## config.mk

```make
export PLATFORM = sky130hd
export DESIGN_NAME = ifetch_unit
export DESIGN_NICKNAME = d
export VERILOG_FILES = /design/src/rtl/ifetch_unit.sv
export SDC_FILE = /design/constraint.sdc
export NUM_CORES = 1
export LEC_CHECK = 0
export CAP_MARGIN = 20
export CORE_MARGIN = 8
export CORE_UTILIZATION = 45
export CTS_CLUSTER_DIAMETER = 40
export DETAILED_ROUTE_END_ITERATION = 16
export PLACE_DENSITY = 0.68
export RECOVER_POWER = 25
export SLEW_MARGIN = 20
export SYNTH_ARGS = -nofsm -noshare
export SYNTH_HDL_FRONTEND = slang
export SYNTH_SLANG_ARGS = --single-unit
```

## constraint.sdc

```tcl
create_clock -name clk -period 4.7 [get_ports clk]
set_clock_uncertainty 0.1 [all_clocks]
set_input_delay 0.705 -clock clk [delete_from_list [all_inputs] [get_ports clk]]
set_output_delay 0.705 -clock clk [all_outputs]
set_load 0.01 [all_outputs]
```

## src/rtl/ifetch_unit.sv

```systemverilog
// Instruction fetch unit: credit-limited in-order fetch, PC tag queue and a
// DEPTH-entry decode queue; redirects flush the queue and drain stale responses.
module ifetch_unit #(
    parameter logic [31:0] RESET_PC = 32'h0000_0000,
    parameter int unsigned DEPTH    = 2
) (
    input  logic        clk,
    input  logic        rst_n,
    input  logic        redirect_valid,
    input  logic [31:0] redirect_pc,
    output logic        imem_req_valid,
    input  logic        imem_req_ready,
    output logic [31:0] imem_req_addr,
    input  logic        imem_rsp_valid,
    input  logic [31:0] imem_rsp_data,
    output logic        dec_valid,
    input  logic        dec_ready,
    output logic [31:0] pc_decode,
    output logic [31:0] instr_decode
);
    localparam int unsigned PW = $clog2(DEPTH);
    localparam int unsigned CW = $clog2(DEPTH + 1);

    typedef logic [PW-1:0] ptr_t;
    typedef logic [CW-1:0] cnt_t;

    function automatic ptr_t ptr_inc(input ptr_t p);
        return (p == ptr_t'(DEPTH - 1)) ? '0 : p + ptr_t'(1);
    endfunction

    logic [31:0] fpc_q, fpc_d;
    cnt_t        inflight_q, inflight_d;
    cnt_t        drop_q, drop_d;
    cnt_t        count_q, count_d;
    ptr_t        rd_q, rd_d, wr_q, wr_d;
    ptr_t        trd_q, trd_d, twr_q, twr_d;
    logic [31:0] hpc_q, hpc_d, hins_q, hins_d;
    logic [31:0] qpc_q  [DEPTH];
    logic [31:0] qins_q [DEPTH];
    logic [31:0] tag_q  [DEPTH];
    logic        req_fire, live_rsp, push, pop;

    // inflight counts every accepted, unanswered request, including ones to drop
    assign imem_req_valid = rst_n && !redirect_valid &&
                            ((32'(inflight_q) + 32'(count_q)) < DEPTH);
    assign imem_req_addr  = {fpc_q[31:2], 2'b00};
    assign dec_valid      = (count_q != '0);
    assign pc_decode      = hpc_q;
    assign instr_decode   = hins_q;

    assign req_fire = imem_req_valid && imem_req_ready;
    assign live_rsp = imem_rsp_valid && (drop_q == '0);
    assign push     = live_rsp && !redirect_valid;
    assign pop      = dec_valid && dec_ready && !redirect_valid;

    always_comb begin
        fpc_d = fpc_q;
        if (redirect_valid) begin
            fpc_d = redirect_pc & 32'hFFFF_FFFC;
        end else if (req_fire) begin
            fpc_d = fpc_q + 32'd4;
        end

        inflight_d = inflight_q + cnt_t'(req_fire) - cnt_t'(imem_rsp_valid);

        drop_d = drop_q;
        if (redirect_valid) begin
            drop_d = inflight_q - cnt_t'(imem_rsp_valid);
        end else if (imem_rsp_valid && (drop_q != '0)) begin
            drop_d = drop_q - cnt_t'(1);
        end

        trd_d   = trd_q;
        twr_d   = twr_q;
        rd_d    = rd_q;
        wr_d    = wr_q;
        count_d = count_q;
        if (redirect_valid) begin
            trd_d   = '0;
            twr_d   = '0;
            rd_d    = '0;
            wr_d    = '0;
            count_d = '0;
        end else begin
            if (req_fire) twr_d = ptr_inc(twr_q);
            if (live_rsp) trd_d = ptr_inc(trd_q);
            if (push)     wr_d  = ptr_inc(wr_q);
            if (pop)      rd_d  = ptr_inc(rd_q);
            count_d = count_q + cnt_t'(push) - cnt_t'(pop);
        end

        // Head registers track what the queue head will be after this cycle
        hpc_d  = hpc_q;
        hins_d = hins_q;
        if (pop && (count_q > cnt_t'(1))) begin
            hpc_d  = qpc_q[ptr_inc(rd_q)];
            hins_d = qins_q[ptr_inc(rd_q)];
        end else if (push && (pop || (count_q == '0))) begin
            hpc_d  = tag_q[trd_q];
            hins_d = imem_rsp_data;
        end
    end

    always_ff @(posedge clk or negedge rst_n) begin
        if (!rst_n) begin
            fpc_q      <= RESET_PC;
            inflight_q <= '0;
            drop_q     <= '0;
            count_q    <= '0;
            rd_q       <= '0;
            wr_q       <= '0;
            trd_q      <= '0;
            twr_q      <= '0;
            hpc_q      <= '0;
            hins_q     <= '0;
        end else begin
            fpc_q      <= fpc_d;
            inflight_q <= inflight_d;
            drop_q     <= drop_d;
            count_q    <= count_d;
            rd_q       <= rd_d;
            wr_q       <= wr_d;
            trd_q      <= trd_d;
            twr_q      <= twr_d;
            hpc_q      <= hpc_d;
            hins_q     <= hins_d;
        end
    end

    always_ff @(posedge clk) begin
        if (push) begin
            qpc_q[wr_q]  <= tag_q[trd_q];
            qins_q[wr_q] <= imem_rsp_data;
        end
        if (req_fire) begin
            tag_q[twr_q] <= imem_req_addr;
        end
    end
endmodule
```

Word-level counts from Yosys, hierarchy flattened
Memories as Yosys holds them, arrays and structs flattened.
Cells that the tools add are included.
- register bits after elaboration: 106
- RAM bits: 188
- input port bits: 70
- word-level logic and storage cells: 74
- memories kept: 3
- add/sub/neg operators: 12
- magnitude comparators: 2
- mux-type cells: 25
- reductions and logical operators: 22
- memories (memory ; words ; bits a word ; read ports ; clocked after memory_dff ; wr ports ; RTL line ; source):
    qins_q ; 2 ; 32 ; 1 ; 0 ; 1 ; 39 ; logic [31:0] qins_q [DEPTH];
    qpc_q ; 2 ; 32 ; 1 ; 0 ; 1 ; 38 ; logic [31:0] qpc_q [DEPTH];
    tag_q ; 2 ; 30 ; 1 ; 0 ; 1 ; 40 ; logic [31:0] tag_q [DEPTH];
- operator list (operator ; number):
    $mux 32 ; 6
    $add 32x3->32 const B ; 1
    $mux 1 ; 16
    $reduce_bool 2->1 ; 8
    $logic_and 1x1->1 ; 10
    $mux 2 ; 3
    $sub 2x1->2 ; 3
    $add 1x1->1 const B ; 4
    $add 2x1->2 ; 2
    $logic_not 2->1 ; 2
    $add 2x2->3 ; 1
    $lt 3x2->1 const B ; 1
    $gt 2x1->1 const B ; 1
    $sub 2x1->2 const B ; 1
    $logic_not 1->1 ; 1
    $logic_or 1x1->1 ; 1

Depth between registers and ports, before layout
- word-level depth: 7
- mapped depth: 10

Worst setup path after synthesis
OpenSTA, ideal clock, no wires.
- kind: input port to flip-flop
- start: in redirect_valid
- end: mem qins_q[0][0] (enable)
- setup time: 0.483 ns
- data arrival time: 3.793 ns
- path slack: 0.325 ns
- stages: 4
- path buffers: 1
- cells stage by stage: clkbuf_1 -> and3b_1 -> inv_1 -> nor2_1
- cells in the longest elaborated chain, start to end: 4
- ends and longest elaborated chain (element ; RTL line ; source):
    start, declared ; 9 ; input logic redirect_valid,
    $logic_not 1->1 ; 53 ; assign push = live_rsp && !redirect_valid;
    $logic_and 1x1->1 ; 53 ;
    $mux 1 ; 131 ; if (push) begin
    $mux 1 (not written as such) ; 133 ; qins_q[wr_q] <= imem_rsp_data;
    end, declared ; 39 ;
No other way between the ends.

Final worst setup path
- start: reg inflight_q[0]
- end: out imem_req_valid
- cells in the longest elaborated chain, start to end: 3
- ends and longest elaborated chain (element ; RTL line ; source):
    start, declared ; 32 ; cnt_t inflight_q, inflight_d;
    start signal, assigned ; 118 ; inflight_q <= inflight_d;
    $add 2x2->3 ; 45 ; ((32'(inflight_q) + 32'(count_q)) < DEPTH);
    $lt 3x2->1 ; 45 ;
    $logic_and 1x1->1 ; 44 ; assign imem_req_valid = rst_n && !redirect_valid &&
    end, declared ; 11 ; output logic imem_req_valid,
No other way between the ends.

==> impl_metrics.prom <==
# TYPE chip_impl_metric gauge
chip_impl_info{name="outcome",value="finished, violations left"} 1
chip_impl_info{name="failed_checks",value="capacitance limit, slew limit"} 1
chip_impl_metric{name="avgRoutedWirePerCell",unit="µm"} 19.0
chip_impl_metric{name="initial_utilization",unit=""} 0.455
chip_impl_info{name="timing_worst_setup_path_type",value="reg2out"} 1
chip_impl_metric{name="timing_max_transition_violations_final",unit=""} 66
chip_impl_metric{name="timing.hold.ws",unit="ps"} 428
chip_impl_metric{name="post_dp_cell_area",unit="µm²"} 13700
chip_impl_metric{name="critical_path.n_buffers_inverters",unit=""} 1
chip_impl_metric{name="finalHoldViolCount",unit=""} 0
chip_impl_metric{name="fp.coreArea",unit="µm²"} 25800
chip_impl_metric{name="clk-insertion-delay-late",unit="ps"} 500
chip_impl_metric{name="fraction_of_layout_instances_using_a_drive_strength_above_1",unit=""} 0.112
chip_impl_metric{name="synth-edff-count",unit=""} 184
chip_impl_info{name="synth.top_cells.by_count",value="184 x sky130_fd_sc_hd__edfxtp_1, 102 x sky130_fd_sc_hd__dfrtp_1, 91 x sky130_fd_sc_hd__mux2i_1, 91 x sky130_fd_sc_hd__nand2_1, 49 x sky130_fd_sc_hd__a31oi_1"} 1
chip_impl_metric{name="post_drt_via_cell_ratio",unit=""} 5.40
chip_impl_metric{name="cts_max_path_buffers",unit=""} 3
chip_impl_metric{name="lkg_pwr",unit="nW"} 5.46
chip_impl_info{name="rsz0062_at_grt",value="false"} 1
chip_impl_info{name="critical_path.slowest_cell",value="sky130_fd_sc_hd__clkdlybuf4s50_1"} 1
chip_impl_metric{name="site_row_count",unit=""} 59
chip_impl_metric{name="detail_route.wirelength",unit="mm"} 25.8
chip_impl_info{name="cp-start-kind",value="register"} 1
chip_impl_info{name="hold_path_class",value="reg2reg"} 1
chip_impl_metric{name="synth_cell_types",unit=""} 49
chip_impl_metric{name="synth-seq-area-share",unit=""} 0.687
chip_impl_metric{name="synth_cells",unit=""} 829
chip_impl_metric{name="required",unit="ps"} 3890
chip_impl_metric{name="routed-via-count",unit=""} 7336
chip_impl_metric{name="finalSetupViolations",unit=""} 0
chip_impl_metric{name="totalNegativeSetupSlack",unit="ps"} 0
chip_impl_metric{name="syn_area",unit="µm²"} 11800
chip_impl_metric{name="avgSynthCellArea",unit="µm²"} 14.2
chip_impl_metric{name="postRouteAntennaNets",unit=""} 0
chip_impl_info{name="worst_setup_path_end_kind",value="output pin"} 1
chip_impl_metric{name="dieHeight",unit="µm"} 178
chip_impl_metric{name="post_cts.resized_instances",unit=""} 0
chip_impl_metric{name="min_period_over_period",unit=""} 0.690
chip_impl_metric{name="tritoncts_num_sinks",unit=""} 286
chip_impl_metric{name="fin_nets",unit=""} 1074
chip_impl_metric{name="drt_pass1_iterations",unit=""} 5
chip_impl_metric{name="weighted_congestion_reported_at_the_end_of_routability_driven_placement",unit=""} 0.788
chip_impl_metric{name="pin_count",unit=""} 168
chip_impl_metric{name="post_cts_hold_buffer_count",unit=""} 0
chip_impl_info{name="cell_chain_critical_path",value="and2_1, fa_1, nor4b_1, clkdlybuf4s50_1"} 1
chip_impl_metric{name="maximum_capacitance_violations",unit=""} 1
chip_impl_metric{name="hpwl",unit="mm"} 16.1
chip_impl_info{name="root_buffer",value="sky130_fd_sc_hd__clkbuf_16"} 1
chip_impl_metric{name="worst_slew_pin_slew",unit="ps"} 1850
chip_impl_metric{name="critPathMaxFanout",unit=""} 3
chip_impl_info{name="cts_tree",value="built"} 1
chip_impl_metric{name="yosys_register_bits",unit=""} 286
chip_impl_metric{name="timing.critical_path.arrival",unit="ps"} 2440
chip_impl_metric{name="synth_top_cell_area_share",unit=""} 0.470
chip_impl_metric{name="first_global_vias",unit=""} 7537
chip_impl_metric{name="detail_route.iter0.violations",unit=""} 497
chip_impl_metric{name="finish.instance_area",unit="µm²"} 14900
chip_impl_metric{name="global_route.overflow_total",unit=""} 0
chip_impl_info{name="synthFlopType",value="sky130_fd_sc_hd__edfxtp_1"} 1
chip_impl_metric{name="clk_transition_reported_paths",unit="ps"} 60
chip_impl_metric{name="synthToLayoutAreaGrowth",unit="%"} 26.7
chip_impl_metric{name="worst_path_max_stage_delay",unit="ps"} 600
chip_impl_info{name="critical-path-top-delay-family",value="buffers and inverters"} 1
chip_impl_metric{name="dieArea",unit="µm²"} 31500
chip_impl_metric{name="layout_min_cycle_time",unit="ps"} 3240
chip_impl_metric{name="groute.usage.overall",unit=""} 0.163
chip_impl_metric{name="maximum_number_of_pins_on_one_net_before_global_route_repair",unit=""} 71
chip_impl_metric{name="fillerInstances",unit=""} 2063
chip_impl_info{name="synth.largest_area_cell",value="sky130_fd_sc_hd__edfxtp_1"} 1
chip_impl_metric{name="first_pass_grt_wire_length",unit="mm"} 40.8
chip_impl_metric{name="number_of_port_buffers",unit=""} 161
chip_impl_metric{name="ys_async_sr_fraction",unit=""} 0.357
chip_impl_metric{name="worst_vdd_drop",unit="mV"} 0.310
chip_impl_info{name="synth_top_cells_by_area",value="sky130_fd_sc_hd__edfxtp_1 47%, sky130_fd_sc_hd__dfrtp_1 22%, sky130_fd_sc_hd__mux2i_1 7.7%, sky130_fd_sc_hd__nand2_1 2.9%, sky130_fd_sc_hd__mux2_2 2.9%"} 1
chip_impl_metric{name="depth_of_the_cts_h_tree",unit=""} 2
chip_impl_metric{name="antenna_cells",unit=""} 0
chip_impl_metric{name="postCtsSetupBuffers",unit=""} 0
chip_impl_metric{name="power_per_cell_area",unit="nW/µm²"} 522
chip_impl_info{name="yosys.cell_count.top_type",value="sky130_fd_sc_hd__edfxtp_1"} 1
chip_impl_metric{name="drc_errors",unit=""} 0
chip_impl_metric{name="antenna_found_initial",unit=""} 0
chip_impl_metric{name="slew_headroom",unit=""} -0.233
chip_impl_metric{name="max_freq",unit="MHz"} 308
chip_impl_metric{name="chip_width",unit="µm"} 178
chip_impl_metric{name="cts_made_buffers",unit=""} 37
chip_impl_metric{name="yosys_warnings",unit=""} 0
through the flow:
step	worst slack, ps	std cells	power, W	utilization
after floorplan	325	832	0.00430	-
final	1460	1358	0.00777	0.576
after global placement	1160	1292	0.00522	0.532
after global routing	1320	1358	0.00815	0.576
after CTS	1410	1358	0.00788	0.576
after detailed placement	1130	1292	0.00528	0.532
final timing paths:
path | cells past startpoint | from | end | slack (ps)
hold / removal | 2 | qpc_q[1][8]$_DFFE_PP_ | pc_decode[8]$_DFFE_PN0P_ | 430
min in group asynchronous | 2 | rst_n | fpc_q[13]$_DFFE_PN0P_ | 730
setup / recovery | 4 | inflight_q[0]$_DFF_PN0_ | imem_req_valid | 1460
max in group asynchronous | 3 | rst_n | instr_decode[31]$_DFFE_PN0P_ | 2330
setup reg to reg | 6 | inflight_q[0]$_DFF_PN0_ | fpc_q[19]$_DFFE_PN0P_ | 1560
hold reg to reg | 2 | qpc_q[1][8]$_DFFE_PP_ | pc_decode[8]$_DFFE_PN0P_ | 430
cell families after synthesis:
family	count (synthesis)	synth area share
adders and majority gates	8	0.00915
and+or+nand+nor	218	0.0950
muxes	121	0.106
xor gates and xnor gates	18	0.0134
other	1	0.000319
DFF	286	0.687
AOI/OAI and AO/OA	117	0.0662
buffers and inverters	60	0.0225
power by group:
group          leakage, nW  switching [W]  total, W  internal (W)
sequential            2.90       0.000308   0.00345       0.00314
clock                0.559        0.00102   0.00257       0.00155
combinational         2.00       0.000812   0.00174      0.000931
total                 5.46        0.00214   0.00777       0.00562
metal layers:
layer / share of wire / vias up / track usage
met3: 0.061 / 29 / 0.0343
li1: - / 3452 / -
met5: 0 / - / 0
met2: 0.47 / 218 / 0.260
met1: 0.45 / 3637 / 0.220
met4: 0.018 / 0 / 0.0490
state kept, by name, indices dropped and copies added, names as in the netlist:
signal        cells
tag_q            60
fpc_q            30
twr_q             1
pc_decode        30
count_q           2
trd_q             1
wr_q              1
qpc_q            60
drop_q            2
rd_q              1
inflight_q        2
qins_q           64
instr_decode     32
tightest hold or removal path: cells and delay by family, from the launching register on:
family        cells  cell delay, ps
flip-flops        1             310
multiplexers      2             170
area by class of cell:
type	count	area (µm²)	area share
clock buffers	47	1020	0.0682
clock inverters	19	131	0.00882
flip-flops and latches	286	8080	0.543
well taps	335	419	0.0282
multi-input cells	486	3460	0.232
repair buffers	174	1740	0.117
inverters	11	41.3	0.00277
cells in the final DEF, fill, tap and decap left out, drive strengths merged, types with 7 or more instances in the layout:
cell / Yosys / routed
a211oi: 33 / 33
a31oi: 49 / 49
and3: 9 / 9
buf: 25 / 12
clkbuf: 23 / 49
clkdlybuf4s50: 0 / 128
clkinv: 1 / 13
dfrtp: 102 / 102
dlygate4sd3: 0 / 32
edfxtp: 184 / 184
ha: 7 / 7
inv: 10 / 15
mux2: 30 / 30
mux2i: 91 / 91
nand2: 91 / 91
nand3: 15 / 15
nand4: 9 / 9
nor2: 26 / 26
nor2b: 33 / 33
o21ai: 15 / 15
o31ai: 13 / 13
or4: 18 / 18
xnor2: 8 / 8
xor2: 10 / 10
Note: power is estimated with default switching activity, not from simulation.
